<file path="src/rtl/cache_ram_line_engine.sv">
// Line transfer engine: turns one refill/writeback line request into WORDS
// sequential single-word RAM accesses and returns a one-cycle completion pulse.
module cache_ram_line_engine #(
  parameter int BLOCK_SIZE     = 128,
  parameter int WORD_W         = 32,
  parameter int ADDR_W         = 32,
  parameter int RAM_RD_LATENCY = 1
) (
  input  logic                  clk_i,
  input  logic                  rst_i,
  input  logic                  req_valid_i,
  output logic                  req_ready_o,
  input  logic                  req_write_i,
  input  logic [ADDR_W-1:0]     req_addr_i,
  input  logic [BLOCK_SIZE-1:0] req_wdata_i,
  output logic                  resp_valid_o,
  output logic [BLOCK_SIZE-1:0] resp_rdata_o,
  output logic                  busy_o,
  output logic                  ram_read_o,
  output logic [ADDR_W-1:0]     ram_read_addr_o,
  input  logic [WORD_W-1:0]     ram_data_i,
  output logic [ADDR_W-1:0]     ram_write_addr_o,
  output logic [WORD_W-1:0]     ram_data_o,
  output logic [3:0]            wr_strb_o,
  output logic [2:0]            state_o
);

  localparam int WORDS    = BLOCK_SIZE / WORD_W;
  localparam int LINE_OFS = $clog2(BLOCK_SIZE / 8);
  localparam int BYTE_SH  = $clog2(WORD_W / 8);
  localparam int CNT_W    = (WORDS > 1) ? $clog2(WORDS) : 1;

  // Request handshake: a request transfers on a posedge where
  // req_valid_i && req_ready_o; req_ready_o is high only in IDLE, and
  // resp_valid_o is a single-cycle pulse with no back-pressure.
  typedef enum logic [2:0] {
    IDLE     = 3'd0,
    RD       = 3'd1,
    RD_DRAIN = 3'd2,
    WR       = 3'd3,
    RESP     = 3'd4
  } state_t;

  state_t                    state, state_nxt;
  logic [ADDR_W-1:0]         base_q;
  logic [ADDR_W-1:0]         word_addr;
  logic [BLOCK_SIZE-1:0]     wdata_q;
  logic [BLOCK_SIZE-1:0]     line_q, line_nxt;
  logic [BLOCK_SIZE-1:0]     rdata_q;
  logic [CNT_W-1:0]          iss_cnt, cap_cnt;
  logic [RAM_RD_LATENCY-1:0] rd_pipe, rd_pipe_nxt;
  logic                      accept, rd_phase, cap_fire, last_iss, last_cap;

  assign accept    = (state == IDLE) && req_valid_i;
  assign rd_phase  = (state == RD) || (state == RD_DRAIN);
  assign cap_fire  = rd_phase && rd_pipe[RAM_RD_LATENCY-1];
  assign last_iss  = (iss_cnt == CNT_W'(WORDS - 1));
  assign last_cap  = cap_fire && (cap_cnt == CNT_W'(WORDS - 1));
  assign word_addr = base_q + (ADDR_W'(iss_cnt) << BYTE_SH);

  assign resp_rdata_o = rdata_q;
  assign state_o      = state;

  // Each issued read travels down this pipe; the bit leaving the end marks
  // the cycle in which that word is valid on ram_data_i.
  always_comb begin
    rd_pipe_nxt    = rd_pipe << 1;
    rd_pipe_nxt[0] = (state == RD);
  end

  always_comb begin
    line_nxt = line_q;
    if (cap_fire) line_nxt[cap_cnt*WORD_W +: WORD_W] = ram_data_i;
  end

  always_comb begin
    state_nxt        = state;
    req_ready_o      = 1'b0;
    busy_o           = 1'b1;
    resp_valid_o     = 1'b0;
    ram_read_o       = 1'b0;
    ram_read_addr_o  = '0;
    ram_write_addr_o = '0;
    ram_data_o       = '0;
    wr_strb_o        = 4'h0;
    case (state)
      IDLE: begin
        req_ready_o = 1'b1;
        busy_o      = 1'b0;
        if (req_valid_i) state_nxt = req_write_i ? WR : RD;
      end
      RD: begin
        ram_read_o      = 1'b1;
        ram_read_addr_o = word_addr;
        if (last_iss) state_nxt = RD_DRAIN;
      end
      RD_DRAIN: begin
        if (last_cap) state_nxt = RESP;
      end
      WR: begin
        wr_strb_o        = 4'hF;
        ram_write_addr_o = word_addr;
        ram_data_o       = wdata_q[iss_cnt*WORD_W +: WORD_W];
        if (last_iss) state_nxt = RESP;
      end
      RESP: begin
        resp_valid_o = 1'b1;
        state_nxt    = IDLE;
      end
      default: state_nxt = IDLE;
    endcase
  end

  always_ff @(posedge clk_i) begin
    if (rst_i) begin
      state   <= IDLE;
      base_q  <= '0;
      wdata_q <= '0;
      line_q  <= '0;
      rdata_q <= '0;
      iss_cnt <= '0;
      cap_cnt <= '0;
      rd_pipe <= '0;
    end else begin
      state   <= state_nxt;
      rd_pipe <= rd_pipe_nxt;
      if (accept) begin
        base_q  <= req_addr_i & ~ADDR_W'((1 << LINE_OFS) - 1);
        wdata_q <= req_wdata_i;
        iss_cnt <= '0;
        cap_cnt <= '0;
      end
      if (state == RD || state == WR) iss_cnt <= iss_cnt + 1'b1;
      if (cap_fire) begin
        line_q  <= line_nxt;
        cap_cnt <= cap_cnt + 1'b1;
      end
      // The returned line changes only when a refill completes.
      if (last_cap) rdata_q <= line_nxt;
    end
  end

endmodule

</file>
<file path="config.mk">
export PLATFORM = sky130hd
export DESIGN_NAME = cache_ram_line_engine
export DESIGN_NICKNAME = d
export VERILOG_FILES = /design/src/rtl/cache_ram_line_engine.sv
export SDC_FILE = /design/constraint.sdc
export NUM_CORES = 1
export LEC_CHECK = 0
export ABC_AREA = 1
export ABC_CLOCK_PERIOD_IN_PS = 4900
export CELL_PAD_IN_SITES_DETAIL_PLACEMENT = 1
export CELL_PAD_IN_SITES_GLOBAL_PLACEMENT = 1
export CORE_MARGIN = 1.5
export CORE_UTILIZATION = 37
export CTS_CLUSTER_DIAMETER = 50
export DETAILED_ROUTE_END_ITERATION = 10
export PLACE_DENSITY = 0.95
export SYNTH_ARGS = -nofsm -noshare
export SYNTH_HDL_FRONTEND = slang
export SYNTH_SLANG_ARGS = --single-unit
</file>
<file path="constraint.sdc">
create_clock -name clk_i -period 4.9 [get_ports clk_i]
set_input_delay 0.98 -clock clk_i [delete_from_list [all_inputs] [get_ports clk_i]]
set_output_delay 0.98 -clock clk_i [all_outputs]
set_load 0.01 [all_outputs]
</file>
==> impl_metrics.tcl <==
set metrics [dict create \
    path_buf_inv 2 \
    core_region_area_um2 46900 \
    synth_cell_types 22 \
    gp_congestion 0.898 \
    end_kind "primary output" \
    finalSetupViolCount 0 \
    ff_latch_area_um2 7770 \
    viasPerCell 5.47 \
    mostFrequentLayoutCells "665 x nand2_1, 482 x a21oi_1, 420 x clkdlybuf4s50_1, 386 x dfxtp_1, 326 x inv_1" \
    firstDrtPassIters 6 \
    drive_gt1_share_pct 4.39 \
    cp_slowest_cell "inv_2" \
    fin_nets 3144 \
    critical_path.max_fanout 66 \
    hold_violations 0 \
    critical-path-top-delay-family "buffers and inverters" \
    post_cts_buffers 0 \
    cts_tree "built" \
    cts_made_buffers 51 \
    r2r_end "resp_rdata_o[59]" \
    p_clk_share_pct 41.0 \
    grt_pass1_wl_um 117000 \
    cp-start-kind "register" \
    syn2layout_area_growth_pct 34.8 \
    grt_max_degree 179 \
    ios 431 \
    io_buffer_count 422 \
    maxSlewViolCount 0 \
    dp_hpwl_um 48000 \
    gr-total-overflow 0 \
    synthCells 2652 \
    yosysSeqAreaShare_pct 44.0 \
    slew_headroom_pct 16.7 \
    n_fill_cell 5858 \
    reg2reg_depth 8 \
    die-area_um2 49100 \
    ir_worst_vdd_mv 0.271 \
    path_class "register to primary output" \
    postRouteAntennaNets 0 \
    postCtsResizedCells 0 \
    drv_cap 0 \
    crit_chain "inv_2, o21ai_0, a21oi_1, clkdlybuf4s50_1" \
    postLayoutCoreUtil_pct 50.8 \
    rsz0062_at_grt "no" \
    critical_path_required_ns 3.92 \
    htreeDepth 2 \
    pwr-share-comb_pct 21.7 \
    dr.first_iter.drc_count 1536 \
    drt-total-wl_um 76100 \
    finClkSkew_ns 0.0239 \
    hp-class "register to register" \
    start_util_pct 37.7 \
    period_share_pct 82.1 \
    endpoint "ram_data_o[5]" \
    multi_input_area_um2 7750 \
    seq_power_share_pct 37.3 \
    placementRows 79 \
    worstPathArrival_ns 3.04 \
    max_clock_freq_mhz 249 \
    p_per_area_nw_per_um2 409 \
    root_buffer "clkbuf_16" \
    hold_slack_ns 0.457 \
    clk_pin_slew_ns 0.06 \
    critPathLaunch "iss_cnt[0]" \
    die_x_um 222 \
    finalCriticalPeriod_ns 4.02 \
    holdBufCountCts 0 \
    cp.depth 4 \
    cp_slowest_stage_delay_ns 0.88 \
    synthesis.area_um2 17700 \
    p_sw_share_pct 32.6 \
    power_leakage_nw 9.44 \
    dpl_cell_area_um2 22000 \
    grt_usage_pct 29.7 \
    fin_area_um2 23800 \
    power.total_mw 9.74 \
    layout_commonest_cell "nand2_1" \
    rrSetupSlack_ns 1.21 \
    die_y_um 222 \
    grt_pass1_vias 20800 \
    drc 0 \
    clockBufferDepth 3 \
    clkSinkCount 388 \
    max_slew.worst_pin.slew_ns 1.25 \
    dr_total_vias 19700 \
    synth_area_per_cell_um2 6.66 \
    worstReg2RegStart "state_o[0]" \
    p_int_mw 6.56 \
    yosys_warnings 0 \
    antenna_found_initial 9 \
    outcome "complete, no violations" \
    avgRoutedWirePerCell_um 21.1 \
    clk_latency_ns 0.60 \
    netSwitchingPower_mw 3.18 \
    tns_ns 0 \
    ys_ff_latch 388 \
]
layout make-up:
type	instances	share of cell area [%]
repair buffers	446	18.6
flip-flops and latches	388	32.6
clock buffers	72	6.29
clock inverters	24	1.31
diodes	7	0.0735
inverters	338	5.33
multi-input cells	1717	32.6
well taps	607	3.19
cells in the mapped netlist, drive strengths merged:
library cell	instances	area, um2
nor2	101	387
conb	1	3.75
dfxtp	388	7770
inv	334	1250
nand3b	13	97.6
nand3	262	1320
a21oi	482	2410
nand2	667	2510
nor3	2	10.0
ha	6	75.1
or2	1	6.26
o21ai	179	896
buf	90	457
clkinv	4	15.0
clkbuf	122	458
metrics by stage:
| step | worst slack (ns) | instances |
|---|---|---|
| CTS | 0.858 | 3592 |
| floorplan | 2.49 | 2655 |
| detailed placement | 1.25 | 3496 |
| global route | 0.742 | 3598 |
| global placement | 1.44 | 3496 |
| finish | 0.878 | 3599 |
kinds of logic (layout without fill, tap and decap cells):
family | after synthesis | after routing | synth area share [%]
and+or+nand+nor | 1046 | 1046 | 24.5
AOI/OAI and AO/OA | 661 | 661 | 18.7
buffers and inverters | 550 | 880 | 12.4
DFF | 388 | 388 | 44.0
adders and majority gates | 6 | 6 | 0.425
other | 1 | 11 | 0.0212
registers in the layout, indices dropped and copies added, names as in the netlist:
name          cells
rd_pipe           1
iss_cnt           2
cap_cnt           2
wdata_q         128
line_q           96
state_o           3
resp_rdata_o    128
base_q           28
worst min-delay path, stage by stage, from the launching register on:
cell	delay [ns]
dfxtp_1	0.29
inv_1	0.06
a21oi_1	0.06
worst min path at each step:
stage                startpoint  cells after the start           to  slack (ns)
floorplan           wdata_q[64]                      2  wdata_q[64]        0.43
global placement    wdata_q[52]                      2  wdata_q[52]        0.44
finish              wdata_q[91]                      2  wdata_q[91]        0.46
CTS                 wdata_q[65]                      2  wdata_q[65]        0.46
global route        wdata_q[91]                      2  wdata_q[91]        0.48
detailed placement  wdata_q[65]                      2  wdata_q[65]        0.45
routing by layer:
layer  vias up  part of all wire [%]  track usage (%)  wire, um
met2       841                    49             51.8     37000
li1       9019                     -                -         -
met4         2                   6.1             18.0      4650
met1      9562                    37             32.4     28100
met3       258                   8.3             7.75      6350
met5         -                 0.017                0        13
power groups by stage:
stage	Sequential [mW]	Clock [mW]	Combinational, mW
after floorplan	3.64	0	1.27
after global placement	3.66	0	1.91
after detailed placement	3.68	0	2.01
after CTS	3.63	4.04	2.08
after global routing	3.66	4.17	2.27
final	3.64	3.99	2.11
Power figures use the tool's default switching activity.
